File: src/rtl/matrix_mult_sched.sv
// Sequential NxN x NxN multiply on one shared MAC, one product per cycle; done pulses N^3+1 edges after start.
// No backpressure: start is taken only in IDLE, and o is held stable until the next job's LOAD clears it.
module matrix_mult_sched #(
  parameter int N = 3,
  parameter int M = 32
) (
  input  logic             clk,
  input  logic             rst,
  input  logic             start,
  input  logic             abort,
  input  logic [M*N*N-1:0] x,
  input  logic [M*N*N-1:0] y,
  output logic             busy,
  output logic             done,
  output logic [M*N*N-1:0] o
);

  localparam int CW = (N > 2) ? $clog2(N) : 1;
  localparam int W  = M * N * N;
  localparam logic [CW-1:0] LAST = CW'(N - 1);

  typedef enum logic [1:0] {IDLE, LOAD, RUN, DONE} state_t;

  state_t        state;
  logic [W-1:0]  xl;
  logic [W-1:0]  yl;
  logic [CW-1:0] i;
  logic [CW-1:0] j;
  logic [CW-1:0] k;
  logic [M-1:0]  sum;
  logic [M-1:0]  a_el;
  logic [M-1:0]  b_el;
  logic [M-1:0]  acc;

  // Product and accumulate both wrap at M bits.
  always_comb begin
    a_el = xl[(int'(i) * N + int'(k)) * M +: M];
    b_el = yl[(int'(k) * N + int'(j)) * M +: M];
    acc  = sum + a_el * b_el;
  end

  always_ff @(posedge clk or negedge rst) begin
    if (!rst) begin
      state <= IDLE;
      i     <= '0;
      j     <= '0;
      k     <= '0;
      sum   <= '0;
      xl    <= '0;
      yl    <= '0;
      o     <= '0;
      busy  <= 1'b0;
      done  <= 1'b0;
    end else begin
      done <= 1'b0;
      case (state)
        IDLE: begin
          if (start && !abort) begin
            state <= LOAD;
            busy  <= 1'b1;
          end
        end
        LOAD: begin
          xl  <= x;
          yl  <= y;
          o   <= '0;
          sum <= '0;
          i   <= '0;
          j   <= '0;
          k   <= '0;
          if (abort) begin
            state <= IDLE;
            busy  <= 1'b0;
          end else begin
            state <= RUN;
          end
        end
        RUN: begin
          if (abort) begin
            state <= IDLE;
            busy  <= 1'b0;
            sum   <= '0;
            i     <= '0;
            j     <= '0;
            k     <= '0;
          end else if (k != LAST) begin
            sum <= acc;
            k   <= k + CW'(1);
          end else begin
            o[(int'(i) * N + int'(j)) * M +: M] <= acc;
            sum <= '0;
            k   <= '0;
            j   <= (j == LAST) ? '0 : j + CW'(1);
            if (j == LAST) begin
              // Wrapping i to 0 on the final element keeps every counter inside 0..N-1.
              if (i == LAST) begin
                i     <= '0;
                state <= DONE;
                busy  <= 1'b0;
                done  <= 1'b1;
              end else begin
                i <= i + CW'(1);
              end
            end
          end
        end
        DONE: begin
          state <= IDLE;
        end
        default: begin
          state <= IDLE;
          busy  <= 1'b0;
        end
      endcase
    end
  end

endmodule

File: config.mk
export PLATFORM = sky130hd
export DESIGN_NAME = matrix_mult_sched
export DESIGN_NICKNAME = d
export VERILOG_FILES = /design/src/rtl/matrix_mult_sched.sv
export SDC_FILE = /design/constraint.sdc
export NUM_CORES = 2
export LEC_CHECK = 0
export BUFFER_PORTS_ARGS = -buffer_cell sky130_fd_sc_hd__buf_2
export CAP_MARGIN = 20
export CORE_MARGIN = 3
export CORE_UTILIZATION = 25
export CTS_CLUSTER_DIAMETER = 80
export DETAILED_ROUTE_END_ITERATION = 6
export GPL_TIMING_DRIVEN = 0
export HOLD_SLACK_MARGIN = 0.02
export SYNTH_ARGS = -nofsm -noshare
export SYNTH_HDL_FRONTEND = slang
export SYNTH_SLANG_ARGS = --single-unit
File: constraint.sdc
create_clock -name clk -period 11.5 [get_ports clk]
set_input_delay 2.3 -clock clk [delete_from_list [all_inputs] [get_ports clk]]
set_output_delay 2.3 -clock clk [all_outputs]
set_load 0.005 [all_outputs]
# Word level (Yosys, flattened, before mapping)
# Cells that the tools add are included.
dict set report op_classes {
  n_addsub 8
  n_mul 3
  n_eq_ne 13
  shifts 4
  n_mux 38
  reduce_logical 10
}
# cell n
set op_table {}
lappend op_table {{two-way mux 288 bit} 2}
lappend op_table {{case mux 288 bit (2 select lines)} 1}
lappend op_table {{bitwise mux 288 bit} 1}
lappend op_table {{variable shift 32 x 33 -> 288 bit (first input constant)} 1}
lappend op_table {{variable part select 288 x 11 -> 32 bit} 1}
lappend op_table {{variable part select 288 x 32 -> 32 bit} 1}
lappend op_table {{variable part select 32 x 33 -> 288 bit} 1}
lappend op_table {{two-way mux 32 bit} 2}
lappend op_table {{case mux 32 bit (2 select lines)} 1}
lappend op_table {{negation 10 -> 33 bit} 1}
lappend op_table {{adder 32 bit} 1}
lappend op_table {{multiplier 32 x 32 -> 32 bit} 1}
lappend op_table {{two-way mux 2 bit} 15}
lappend op_table {{adder 27 x 3 -> 27 bit} 1}
lappend op_table {{case mux 2 bit (2 select lines)} 3}
lappend op_table {{two-way mux 1 bit} 11}
lappend op_table {{adder 4 x 2 -> 5 bit} 2}
lappend op_table {{!= test 2 bit (second input constant)} 5}
lappend op_table {{!= test 3 bit (second input constant)} 3}
lappend op_table {{equality test 2 bit (second input constant)} 4}
lappend op_table {{multiplier 2 x 2 -> 4 bit (second input constant)} 2}
lappend op_table {{case mux 2 bit (4 select lines)} 1}
lappend op_table {{adder 2 x 1 -> 2 bit (second input constant)} 3}
lappend op_table {{AND reduction 3 bit} 2}
lappend op_table {{10 further kinds} 10}
dict set report totals {
  register_bits 906
  in_bits 580
  out_inout_bits 290
  elab_cells 86
}

# Depth between registers and ports, before layout
dict set report logic_depth {
  ltp_word 10
  mapped_depth 44
  ltp_nobuf 38
}

# Least setup slack after synthesis
# Ideal clock, no wire load.
dict set report synth_path {
  path_kind {reg2reg}
  from {reg i[0]}
  to {reg o[158]}
  setup_time_ns 0.066
  arrival_ns 9.702
  required_ns 11.434
  slack_ns 1.732
  path_stages_with_launch 41
  n_path_buf 5
  synth_period_minus_slack_ns 9.768
  path_cell_list {dfrtp_1 > inv_1 > ha_1 > inv_1 > fa_1 > buf_4 > buf_6 > buf_6 > mux4_2 > mux2i_1 > nor3_1 > o21ai_0 > clkbuf_1 > clkbuf_1 > nor2_1 > fa_1 > fa_1 > fa_1 > [5 not listed] > fa_1 > inv_1 > fa_1 > inv_1 > fa_1 > inv_1 > ha_1 > a21o_1 > a21o_1 > a21o_1 > a21o_1 > a21o_1 > a21o_1 > nor2_1 > o21ai_0 > a2111o_1 > nand3_1 > a22o_1}
}
dict set report synth_between {
  elab_chain_cells 10
  elab_cells_between_ends 13
  cone_classes {add/sub (4); mul (2); shift (3); mux (4)}
}
# element line_no
set synth_rtl {}
lappend synth_rtl {{start, declared} 27} ;# logic [CW-1:0] i;
lappend synth_rtl {{start signal, assigned} 102} ;# i <= i + CW'(1);
lappend synth_rtl {{multiplier 2 x 2 -> 4 bit (*)} {37, 90}}
lappend synth_rtl {{adder 27 x 3 -> 27 bit} 37} ;# a_el = xl[(int'(i) * N + int'(k)) * M +: M];
lappend synth_rtl {{variable part select 288 x 32 -> 32 bit} 37}
lappend synth_rtl {{multiplier 32 x 32 -> 32 bit} 39} ;# acc = sum + a_el * b_el;
lappend synth_rtl {{adder 32 bit} 39}
lappend synth_rtl {{variable part select 32 x 33 -> 288 bit} 90} ;# o[(int'(i) * N + int'(j)) * M +: M] <= acc;
lappend synth_rtl {{bitwise mux 288 bit (*)} 90}
lappend synth_rtl {{two-way mux 288 bit (*)} 86} ;# end else if (k != LAST) begin
lappend synth_rtl {{two-way mux 288 bit (*)} 79} ;# if (abort) begin
lappend synth_rtl {{case mux 288 bit (2 select lines) (*)} 56} ;# case (state)
lappend synth_rtl {{end signal, assigned} 51} ;# o <= '0;
lappend synth_rtl {{end signal, assigned} 66} ;# o <= '0;
lappend synth_rtl {{end signal, assigned by index} 90}
lappend synth_rtl {{end, declared} 15} ;# output logic [M*N*N-1:0] o
# Every way passes the cells marked *; elsewhere a longest branch is shown, timed or not. The select of a mux whose other input is x is not followed.
# A chain may end at the register's enable or synchronous reset.

# Worst setup path after layout
dict set report layout_path {
  from {reg i[0]}
  to {reg o[31]}
}
# The elaborated chain is that of the path after synthesis.

==> results.toml <==
[status]
status = "finished clean"

[synthesis]
synth_cell_type_count = 80
synth_common_cells = "906 x dfrtp_1, 579 x mux2_2, 537 x inv_1, 443 x fa_1, 301 x nor2_1"
synth_top_family_by_area = "adder cells"
synthAdderAreaFrac = 0.194
syn_avg_cell_area_um2 = 12.4
synth_xor_area_frac = 0.0149
synthArstFlopShare = 1.00
netlist_top_cells_area = "dfrtp_1 41%, fa_1 16%, mux2_2 12%"
synthMuxAreaShare = 0.180
synth_area_leader_cell = "dfrtp_1"
synth_compound_area_frac = 0.0759
synth.net_count = 5612
yosysSeqAreaShare = 0.412
synthSimpleGateAreaFrac = 0.0635
synth_edf_count = 0
synth_ff_type = "dfrtp_1"
synthCells = 4445
ys_ff_latch = 906
yosysMostFrequentCell = "dfrtp_1"
ys_warn_count = 0
synth_top_area_share = 0.412
synth_area_um2 = 55000

[critical_path]
crit_end = "o[31]$_DFFE_PN0P_"
critical_path_class = "flip-flop to flip-flop"
startpoint = "i[0]$_DFFE_PN0P_"
crit_path_end_kind = "flip-flop"
crit_arrival_ns = 11.80
rr_startpoint = "i[0]$_DFFE_PN0P_"
cp_slowest_cell = "fa_2"
crit_required_ns = 12.16
path_common_cell = "fa_1"
r2r-end = "o[31]$_DFFE_PN0P_"
worstPathMaxFanout = 10
critical-path-max-stage-delay_ns = 0.72
reg2reg_depth = 34
start_kind = "flip-flop"
r2r_setup_slack_ns = 0.36

[global_route]
grt_pass1_vias = 43300
grt_max_degree = 133
antenna_found_initial = 156
grt_overflow_total = 0
grt_pass1_wl_um = 326000
grt_usage = 0.203

[cts]
clkSinkCount = 906
root_buffer = "clkbuf_16"
clock_path_buffers = 3
clkSlewWorstSetupHoldPaths_ns = 0.06
cts_tree = "built"
cts_hold_buf = 0
htree_levels = 3
worstSkewPairLatency_ns = 0.80
cts_buffers = 103

[sta]
relSlewSlack = 0.169
worst_clock_skew_ns = 0.0838
timing.fmax_mhz = 89.8
setup_viol = 0
min_period_over_period = 0.968
drv_slew = 0
finalSetupTns_ns = 0
min_period_ns = 11.14
worst_pin_slew_ns = 1.25
layout_setup_ws_ns = 0.364
hold_viol_final = 0

[placed_design]
post-place-cells = 8216
gp_congestion = 0.954
dpl.hpwl_um = 190000
io_buffers = 869
post-place-ws_ns = -2.24

[floorplan]
num_io_pins = 870
rows = 171
die_area_um2 = 226000
initial_core_util = 0.252
fp.coreArea_um2 = 218000
die_w_um = 475
die_h_um = 475

[routing]
viasPerCell = 4.86
routed_wl_um = 232000
dr.pass1.iters = 5
wire_per_inst_um = 27.4
drc_errors = 0
routed-via-count = 41200
drt-initial-drc-count = 2763
postRouteAntennaNets = 0

[min_path]
min_path_cells = 2
worstHoldPathType = "flip-flop to flip-flop"

[flow_run]
drv_cap = 0

[final_layout]
nFillCells = 22200
layout.cells.non_filler = 8481
area_growth_pct = 24.0
seq_area_um2 = 22700
drive_above_1_share = 0.365
multiInputGateArea_um2 = 29500
final_nets = 6640
## per-layer routing
layer,wire [um],vias to the layer above,track usage
met3,17900,590,0.0547
met1,92000,21500,0.250
li1,-,17100,-
met5,747,-,0
met4,12700,114,0.0958
met2,109000,1836,0.331
## layout make-up
cell class,instances,area share
antenna,66,0.00242
clock buffer,143,0.0445
inverter,538,0.0296
timing repair buffer,929,0.0764
multi-input combinational,2733,0.432
clock inverter,50,0.00976
tap,2854,0.0523
sequential,906,0.332
buffer,262,0.0202
## metrics by stage
stage / cell area [um2] / hold WS, ns / utilization
final: 68200 / 0.473 / 0.313
after detailed placement: 63800 / 0.464 / 0.293
after global placement: 62900 / 0.461 / 0.289
after CTS: 67800 / 0.477 / 0.311
after floorplan: 55000 / 0.472 / -
after global routing: 68100 / 0.495 / 0.313
## placed cells by master (no fill, tap or decap), types with 14 or more instances in the layout
master,netlist,final
diode_2,0,66
mux4_1,14,14
inv_1,537,537
dfrtp_1,906,905
xnor2_1,57,45
mux2_2,579,579
buf_6,17,24
clkbuf_16,0,104
o21ai_0,70,63
clkbuf_8,0,29
nor2_1,301,300
mux2i_1,43,37
mux4_2,114,114
clkinv_2,0,18
clkbuf_2,0,43
a22o_1,283,283
nand2b_1,86,86
nand3_1,25,24
or2_2,25,25
a21oi_1,48,40
fa_1,443,442
clkbuf_1,202,158
o21ai_1,20,17
buf_8,0,26
and2_1,22,21
buf_4,14,30
a21o_1,25,25
nor3_1,19,18
nand2_1,236,234
buf_2,22,888
nor2b_1,20,19
ha_1,144,144
## how the worst min path moves through the flow
stage	from	endpoint	slack (ns)
4_1_cts	o[127]$_DFFE_PN0P_	o[127]$_DFFE_PN0P_	0.48
2_1_floorplan	yl[164]$_DFFE_PN0P_	yl[164]$_DFFE_PN0P_	0.47
5_1_grt	o[260]$_DFFE_PN0P_	o[260]$_DFFE_PN0P_	0.49
3_3_place_gp	o[191]$_DFFE_PN0P_	o[191]$_DFFE_PN0P_	0.46
3_5_place_dp	o[189]$_DFFE_PN0P_	o[189]$_DFFE_PN0P_	0.46
6_report	o[189]$_DFFE_PN0P_	o[189]$_DFFE_PN0P_	0.47
## critical path: cells and delay by family, from the launching register on
kind                     cells  cell delay, ns
AO/OA/AOI/OAI                2            0.85
XOR/XNOR                     8            2.11
adder cells (fa/ha/maj)     10            4.88
buffers and inverters        8            1.15
flip-flops                   1            0.43
multiplexers                 2            0.91
AND/OR/NAND/NOR              4            0.67
## cells by family after synthesis
family                   after synthesis
multiplexers                         751
adder cells (fa/ha/maj)              587
buffers and inverters                806
XOR/XNOR                              80
flip-flops                           906
AO/OA/AOI/OAI                        541
AND/OR/NAND/NOR                      774
## state kept, by name (all words and copies together), names as in the netlist
name / flops
sum: 32
j: 2
state: 2
yl: 288
i: 2
xl: 288
k: 2
busy: 1
o: 288
done: 1
## what timing repair did
action                                 CTS  global route
gates resized for setup                 71           108
gates cloned                             0             0
endpoints found under the hold margin    0             0
pin swaps                                3             5
setup endpoints to repair              160           127
setup buffers                            4             4
Power is not shown: default switching activity piles up to over one toggle a cycle in this logic, so the estimate is an artifact.
